==> src/rtl/way_hit_encoder.sv <==
// Registered one-hot to binary way encoder with valid/ready stage, lowest-index
// priority, multi-hit flag and sticky error. Optional counters: WAY_HIT_PERF_EN.
module way_hit_encoder #(
  parameter int WAYS  = 4,
  parameter int IDX_W = 2
) (
  input  logic             clk,
  input  logic             rst_n,
  input  logic             in_valid,
  output logic             in_ready,
  input  logic             enable,
  input  logic [WAYS-1:0]  hit_vec,
  output logic             out_valid,
  input  logic             out_ready,
  output logic [IDX_W-1:0] way_idx,
  output logic             hit,
  output logic             multi_hit,
  output logic             err_sticky,
  input  logic             err_clr
`ifdef WAY_HIT_PERF_EN
  ,
  output logic [15:0]      hit_cnt,
  output logic [15:0]      miss_cnt
`endif
);

  generate
    if ((IDX_W != $clog2(WAYS)) || (WAYS < 2) || (WAYS > 16) || ((WAYS & (WAYS - 1)) != 0)) begin : g_param_err
      $error("way_hit_encoder: WAYS must be a power of two in 2..16 and IDX_W = log2(WAYS)");
    end
  endgenerate

  // Lowest set bit wins: scan from the top so the last match is the smallest index.
  function automatic logic [IDX_W-1:0] lowest_idx(input logic [WAYS-1:0] v);
    logic [IDX_W-1:0] idx;
    idx = {IDX_W{1'b0}};
    for (int i = WAYS - 1; i >= 0; i--) begin
      if (v[i]) begin
        idx = i[IDX_W-1:0];
      end
    end
    return idx;
  endfunction

  function automatic logic more_than_one(input logic [WAYS-1:0] v);
    return |(v & (v - {{(WAYS-1){1'b0}}, 1'b1}));
  endfunction

  logic             out_valid_r;
  logic [IDX_W-1:0] way_idx_r;
  logic             hit_r;
  logic             multi_hit_r;
  logic             err_sticky_r;
  logic             accept_s;
  logic             transfer_s;
  logic [IDX_W-1:0] enc_idx_s;
  logic             enc_hit_s;
  logic             enc_multi_s;

  assign in_ready   = !out_valid_r || out_ready;
  assign accept_s   = in_valid && in_ready;
  assign transfer_s = out_valid_r && out_ready;

  // Encode the incoming vector; a disabled lookup is always a clean miss.
  always_comb begin
    enc_idx_s   = {IDX_W{1'b0}};
    enc_hit_s   = 1'b0;
    enc_multi_s = 1'b0;
    if (enable) begin
      enc_idx_s   = lowest_idx(hit_vec);
      enc_hit_s   = |hit_vec;
      enc_multi_s = more_than_one(hit_vec);
    end else begin
      enc_idx_s   = {IDX_W{1'b0}};
      enc_hit_s   = 1'b0;
      enc_multi_s = 1'b0;
    end
  end

  // Output stage: load on accept, drain on transfer, hold otherwise.
  always_ff @(posedge clk or negedge rst_n) begin
    if (!rst_n) begin
      out_valid_r <= 1'b0;
      way_idx_r   <= {IDX_W{1'b0}};
      hit_r       <= 1'b0;
      multi_hit_r <= 1'b0;
    end else if (accept_s) begin
      out_valid_r <= 1'b1;
      way_idx_r   <= enc_idx_s;
      hit_r       <= enc_hit_s;
      multi_hit_r <= enc_multi_s;
    end else if (transfer_s) begin
      out_valid_r <= 1'b0;
    end
  end

  // Sticky error: an accepted multi-hit beats a coincident clear.
  always_ff @(posedge clk or negedge rst_n) begin
    if (!rst_n) begin
      err_sticky_r <= 1'b0;
    end else if (accept_s && enc_multi_s) begin
      err_sticky_r <= 1'b1;
    end else if (err_clr) begin
      err_sticky_r <= 1'b0;
    end
  end

  assign out_valid  = out_valid_r;
  assign way_idx    = way_idx_r;
  assign hit        = hit_r;
  assign multi_hit  = multi_hit_r;
  assign err_sticky = err_sticky_r;

`ifdef WAY_HIT_PERF_EN
  logic [15:0] hit_cnt_r;
  logic [15:0] miss_cnt_r;

  // Saturating hit/miss counters, stepped per result handed to the data phase.
  always_ff @(posedge clk or negedge rst_n) begin
    if (!rst_n) begin
      hit_cnt_r  <= 16'd0;
      miss_cnt_r <= 16'd0;
    end else if (transfer_s) begin
      if (hit_r) begin
        if (hit_cnt_r != 16'hFFFF) begin
          hit_cnt_r <= hit_cnt_r + 16'd1;
        end
      end else begin
        if (miss_cnt_r != 16'hFFFF) begin
          miss_cnt_r <= miss_cnt_r + 16'd1;
        end
      end
    end
  end

  assign hit_cnt  = hit_cnt_r;
  assign miss_cnt = miss_cnt_r;
`endif

endmodule

==> config.mk <==
export PLATFORM = sky130hd
export DESIGN_NAME = way_hit_encoder
export DESIGN_NICKNAME = d
export VERILOG_FILES = /design/src/rtl/way_hit_encoder.sv
export SDC_FILE = /design/constraint.sdc
export NUM_CORES = 1
export LEC_CHECK = 0
export ABC_AREA = 1
export CELL_PAD_IN_SITES_DETAIL_PLACEMENT = 2
export CELL_PAD_IN_SITES_GLOBAL_PLACEMENT = 2
export CORE_MARGIN = 2
export CORE_UTILIZATION = 18
export CTS_BUF_LIST = sky130_fd_sc_hd__clkbuf_16
export DETAILED_ROUTE_END_ITERATION = 10
export PLACE_DENSITY = 0.82
export SKIP_CTS_REPAIR_TIMING = 1
export SLEW_MARGIN = 5
export SYNTH_ARGS = -nofsm -noshare
export SYNTH_HDL_FRONTEND = slang
export SYNTH_SLANG_ARGS = --single-unit
==> constraint.sdc <==
create_clock -name clk -period 1.7 [get_ports clk]
set_clock_uncertainty 0.15 [all_clocks]
set_input_delay 0.255 -clock clk [delete_from_list [all_inputs] [get_ports clk]]
set_output_delay 0.255 -clock clk [all_outputs]
set_load 0.02 [all_outputs]
==> summary.txt, run 1 <==
Outcome
  – Run status: finished clean

STA
  – Post-route setup TNS: 0 ns
  – Max_slew headroom: 81.1%
  – Fmax achieved: ~0.62 GHz
  – Period utilization: 95.4%
  – Final setup violation count: 0
  – Unrepaired setup endpoints after global routing: false
  – Max Transition Viols Final: 0
  – Minimum clock period: 1.62 ns
  – Slew at the pin closest to its max-slew limit: 0.283 ns
  – Hold Vio Cnt, Final: 0

Route
  – Via count: about 330
  – DR iter-0 viols: 0
  – Post-route ant nets: 0
  – Vias per Instance: ~4.3
  – Post-Route WL: ~830 um
  – # DRC: 0
  – DR pass1 iterations: 1
  – Post-DR wirelength/cell: 10.9 um

Power
  – Switching part of the total power: 22.0%
  – Switching power: 147 uW
  – Power per Cell Area: 1190 nW/um^2
  – Combinational Power Share: 18.3%
  – P_leak: 0.279 nW
  – Total design power: about 670 uW
  – Clk pwr share: between 50% and 60%
  – Max VDD drop: approximately 0.00029 V
  – P_int: 523 uW
  – Sequential power share: 25.0%

Logic synthesis
  – Sequential share of the synthesized area: 50.0%
  – Cells after Synth: 40
  – Synth Warn #: 0
  – Syn avg cell area: approximately 7.5 sq um
  – Synth unique cells: 9
  – Cell area after synthesis: 300 sq um
  – Synthesized flop and latch total: 6
  – Syn_nets: 50

Clock tree
  – Clk slew on worst S/H paths: 0.03 ns
  – Root buffer cell: clkbuf_16
  – Cts bufs inserted: 3
  – H-Tree Depth: 1
  – Number of clock sinks: 6
  – Clk Latency, worst-skew pair: roughly 0.23 ns
  – Clock Tree Buf Depth: 2
  – CTS tree: yes

Floorplanning
  – Top Ports: 17
  – Initial Utilization: 19.5%
  – Chip Width: 44.8 um
  – Core area: between 1500 and 2000 sq um
  – Die height: 44.8 um
  – Row cnt: 14
  – Die area: 2010 sq um

Worst setup path
  – Worst EP required: approximately 1.3 ns
  – Reg2Reg Launch Point: out_valid
  – CP Capture Type: primary output
  – Startpoint type of the worst setup path: flip-flop
  – WS Path Type: reg -> out
  – Max FO, Critical Path: 2
  – Top cell family by delay on the critical path: buffers and inverters
  – Crit path from: out_valid
  – Critical Path Max Stage Delay: 0.62 ns
  – Worst Path Buf+Inv: 1
  – CP arrival: 1.22 ns
  – Crit-path cells: clkdlybuf4s50_1
  – Slowest cell on crit path: clkdlybuf4s50_1

Job
  – Max-cap check violation count: 0

Global route
  – Vias in the first global route: 315
  – Largest net degree at the start of global routing: 7
  – Initial antenna violation count: 0
  – Global router's overall resource usage: 9.39%
  – Remaining Overflow, GRT: 0
  – Global-route wire length before repair: about 1300 um

Final layout
  – Final #Nets: 72
  – Fin util: 36.7%
  – Layout area overhead: 88.3%
  – Layout cell share with drive strength beyond 1: 13.3%
  – Number of diodes: 0

Placed design
  – Post-DP HPWL: 670 um
  – GP Congestion: 0.689
  – IO Port Bufs: 16

Min path
  – Hold/Removal Path Class: in -> async
==> layer usage <==
metal  vias to the layer above  track usage (%)  routed length [um]  share of wire (%)
met3                         3             4.80                  96                 12
met1                       143             9.90                 346                 42
met4                         0             5.29                  20                2.4
li1                        160                -                   -                  -
met2                        19             15.1                 368                 44
met5                         -                0                   0                  0
==> layout by cell type, fill, tap and decap left out <==
cell type | Yosys | layout
nand2_2 | 1 | 1
nand2_1 | 17 | 17
dlymetal6s2s_1 | 0 | 1
nand2_4 | 1 | 1
inv_2 | 1 | 1
clkbuf_16 | 0 | 3
nor2_1 | 3 | 3
inv_1 | 5 | 5
dfrtp_1 | 6 | 6
nand3_2 | 1 | 1
buf_4 | 0 | 1
clkdlybuf4s50_1 | 0 | 15
o21ai_1 | 5 | 5
==> state kept, by name, indices dropped and copies added, names as in the netlist <==
signal      cells
err_sticky      1
hit             1
multi_hit       1
out_valid       1
way_idx         2
==> cells by family (layout without fill, tap and decap cells) <==
family / Yosys count / count (layout) / share of synthesized area, %
AO/OA/AOI/OAI: 5 / 5 / 8.33
AND/OR/NAND/NOR: 23 / 23 / 34.2
flip-flops: 6 / 6 / 50.0
buffers and inverters: 6 / 26 / 7.50
==> power groups by stage <==
stage,Combinational [mW],Sequential [mW],Clock [mW]
after detailed placement,0.126,0.170,0
final,0.123,0.168,0.380
after global placement,0.122,0.169,0
after CTS,0.127,0.168,0.384
after floorplan,0.0328,0.189,0
after global routing,0.134,0.169,0.395
==> cell type report <==
cell class                      instances  area [sq um]
Sequential cell                         6           150
Timing Repair Buffer                   17           170
Multi-Input combinational cell         28           128
Clock buffer                            3          75.1
Tap cell                               16          20.0
Fill cell                             182           976
Inverter                                6          22.5
==> Yosys cell counts <==
library cell  instances  area, sq um
inv_1                 5         18.8
dfrtp_1               6          150
inv_2                 1         3.75
nor2_1                3         11.3
nand2_2               1         6.26
nand2_4               1         11.3
o21ai_1               5         25.0
nand3_2               1         10.0
nand2_1              17         63.8
==> worst paths after layout <==
kind | to | slack (ns) | cells past startpoint
min | err_sticky | 0.12 | 1
max | out_valid | 0.08 | 1
max reg2reg | multi_hit | 0.64 | 4
max in group asynchronous | out_valid | 1.06 | 1
min reg2reg | way_idx[0] | 0.33 | 2
min in group clk | way_idx[0] | 0.33 | 2
==> per-stage QoR <==
stage / instance area, sq um / cells / setup WS [ns] / hold slack [ns]
after floorplan: 300 / 40 / 0.628 / -0.191
after global placement: 488 / 73 / -0.105 / 0.320
after detailed placement: 488 / 73 / -0.124 / 0.331
after CTS: 563 / 76 / -0.127 / 0.133
after global routing: 566 / 76 / 0.0425 / 0.156
final: 566 / 76 / 0.0788 / 0.124
(Power assumes the default switching activity.)
==> run 2, diff against run 1 <==
- CTS_CLUSTER_SIZE: default -> 14
- SLEW_MARGIN: 5 -> 20
==> results of run 2 <==
The final DEF is identical to that of run 1; final timing and power are the same.
==> run 3, diff against run 2 <==
--- a/config.mk
+++ b/config.mk
@@ -16,5 +16,4 @@
 export PLACE_DENSITY = 0.82
 export SKIP_CTS_REPAIR_TIMING = 1
-export SLEW_MARGIN = 20
 export SYNTH_ARGS = -nofsm -noshare
 export SYNTH_HDL_FRONTEND = slang
==> constraint.sdc (replaced) <==
create_clock -name clk -period 1.7 [get_ports clk]
set_clock_uncertainty 0.15 [all_clocks]
set_input_delay 0.34 -clock clk [delete_from_list [all_inputs] [get_ports clk]]
set_output_delay 0.34 -clock clk [all_outputs]
set_load 0.02 [all_outputs]
==> run 3 against run 2 <==
Net effect:
- sequential cell count did not move
- wire length is 4.8% lower
- sequential power about the same
- cell count stayed put
- via count increased by 0.92%
- critical endpoint is now hit
==> summary.txt, run 3 (synthesized netlist as in run 1, its figures left out) <==
Floorplanning
  – Row cnt: 14
  – Top Ports: 17
  – Die height: 44.8 um
  – Die area: roughly 2000 sq um
  – Initial Utilization: 19.5%
  – Core area: 1540 sq um
  – Chip Width: 44.8 um

Job
  – Max-cap check violation count: 0

Power
  – Clk pwr share: 56.7%
  – Max VDD drop: 0.000588 V
  – Sequential power share: 25.2%
  – P_int: 522 uW
  – Combinational Power Share: 18.1%
  – Switching power: 145 uW
  – Power per Cell Area: about 1200 nW/um^2
  – P_leak: between 0.3 and 0.4 nW
  – Switching part of the total power: about 22%

Worst setup path
  – Worst EP required: 1.21 ns
  – Worst reg2reg endpoint: multi_hit
  – Top cell family by delay on the critical path: buffers and inverters
  – Crit-path cells: clkdlybuf4s50_1
  – WS Path Type: reg -> out
  – Flop2flop setup slack: 0.63 ns
  – Max FO, Critical Path: 2
  – CP arrival: 1.17 ns
  – Slowest cell on crit path: clkdlybuf4s50_1
  – R2R depth: 4
  – CP Capture Type: primary output
  – Worst Path Buf+Inv: 1
  – Startpoint type of the worst setup path: flip-flop
  – Critical Path Max Stage Delay: 0.60 ns
  – Crit path from: hit
  – Reg2Reg Launch Point: out_valid

STA
  – Max Transition Viols Final: 0
  – Period utilization: 97.5%
  – Fmax achieved: ~0.60 GHz
  – Final setup violation count: 0
  – Slew at the pin closest to its max-slew limit: 0.283 ns
  – Max_slew headroom: 81.1%
  – Hold Vio Cnt, Final: 0
  – Unrepaired setup endpoints after global routing: false
  – Minimum clock period: 1.66 ns

Placed design
  – GP Congestion: 0.683
  – Placed cell area: 488 sq um
  – IO Port Bufs: 16
  – Post-DP HPWL: 675 um

Final layout
  – Fill count: 182
  – Fin area: 571 sq um
  – Final #Nets: between 70 and 80
  – Most common cell after layout, fill and taps aside: nand2_1
  – Layout cell share with drive strength beyond 1: a little over an eighth
  – Fin util: 37.0%
  – Layout area overhead: 90.0%
  – Max reg flops: 2
  – Number of diodes: 0
  – Commonest non-fill, non-tap cells in the layout: nand2_1, clkdlybuf4s50_1, dfrtp_1

Global route
  – Global router's overall resource usage: 9.55%
  – Largest net degree at the start of global routing: 7
  – Initial antenna violation count: 0
  – Remaining Overflow, GRT: 0
  – Vias in the first global route: 329
  – Global-route wire length before repair: 1310 um

Route
  – Post-Route WL: 791 um
  – Post-DR wirelength/cell: 10.4 um
  – # DRC: 0
  – Post-route ant nets: 0
  – DR pass1 iterations: 3
  – Vias per Instance: 4.32
  – DR iter-0 viols: 1
  – Via count: 328

Clock tree
  – Clk Latency, worst-skew pair: approximately 0.22 ns
  – Clk slew on worst S/H paths: around 0.030 ns
  – Cts bufs inserted: 3
  – Clock Tree Buf Depth: 2
  – H-Tree Depth: 1
  – Number of clock sinks: 6
  – Root buffer cell: clkbuf_16
  – CTS tree: yes

Outcome
  – Run status: finished clean

Min path
  – Hold/Removal Path Class: in -> async
run 3: area by class of cell:
| cell class | instances | area [sq um] | share of cell area (%) |
|---|---|---|---|
| inverter | 6 | 22.5 | 3.95 |
| timing repair buffer | 17 | 175 | 30.7 |
| clock buffer | 3 | 75.1 | 13.2 |
| tap | 16 | 20.0 | 3.51 |
| sequential | 6 | 150 | 26.3 |
| multi-input combinational | 28 | 128 | 22.4 |
run 3: per-stage QoR:
stage                     setup WS, ns  cells  total power, mW  hold WS, ns  setup TNS [ns]
final                           0.0432     76            0.666        0.212               0
after global routing           0.00137     76            0.697        0.233               0
after CTS                       -0.283     76            0.674        0.223          -0.295
after detailed placement        -0.283     73            0.295        0.333          -0.283
after global placement          -0.273     73            0.291        0.320          -0.273
after floorplan                  0.603     40            0.222       -0.106               0
run 3: worst max-delay path by stage:
stage,endpoint,slack [ns],cells past startpoint
floorplan,in_ready,0.60,1
global placement,in_ready,-0.27,4
detailed placement,in_ready,-0.28,4
CTS,in_ready,-0.28,4
global route,way_idx[1],0.001,1
finish,hit,0.04,1
run 3: power groups by stage:
| stage | combinational [mW] | sequential, mW | clock, mW |
|---|---|---|---|
| 2_1_floorplan | 0.0328 | 0.189 | 0 |
| 3_3_place_gp | 0.122 | 0.169 | 0 |
| 6_report | 0.121 | 0.168 | 0.378 |
| 4_1_cts | 0.125 | 0.168 | 0.380 |
| 3_5_place_dp | 0.125 | 0.170 | 0 |
| 5_1_grt | 0.132 | 0.170 | 0.395 |
run 3: per-layer routing:
metal  vias up  GRT usage (%)  wire (um)
met4         0           5.29         14
met3         3           5.60        105
met1       144           9.90        335
li1        162              -          -
met5         -              0          0
met2        19           15.1        335
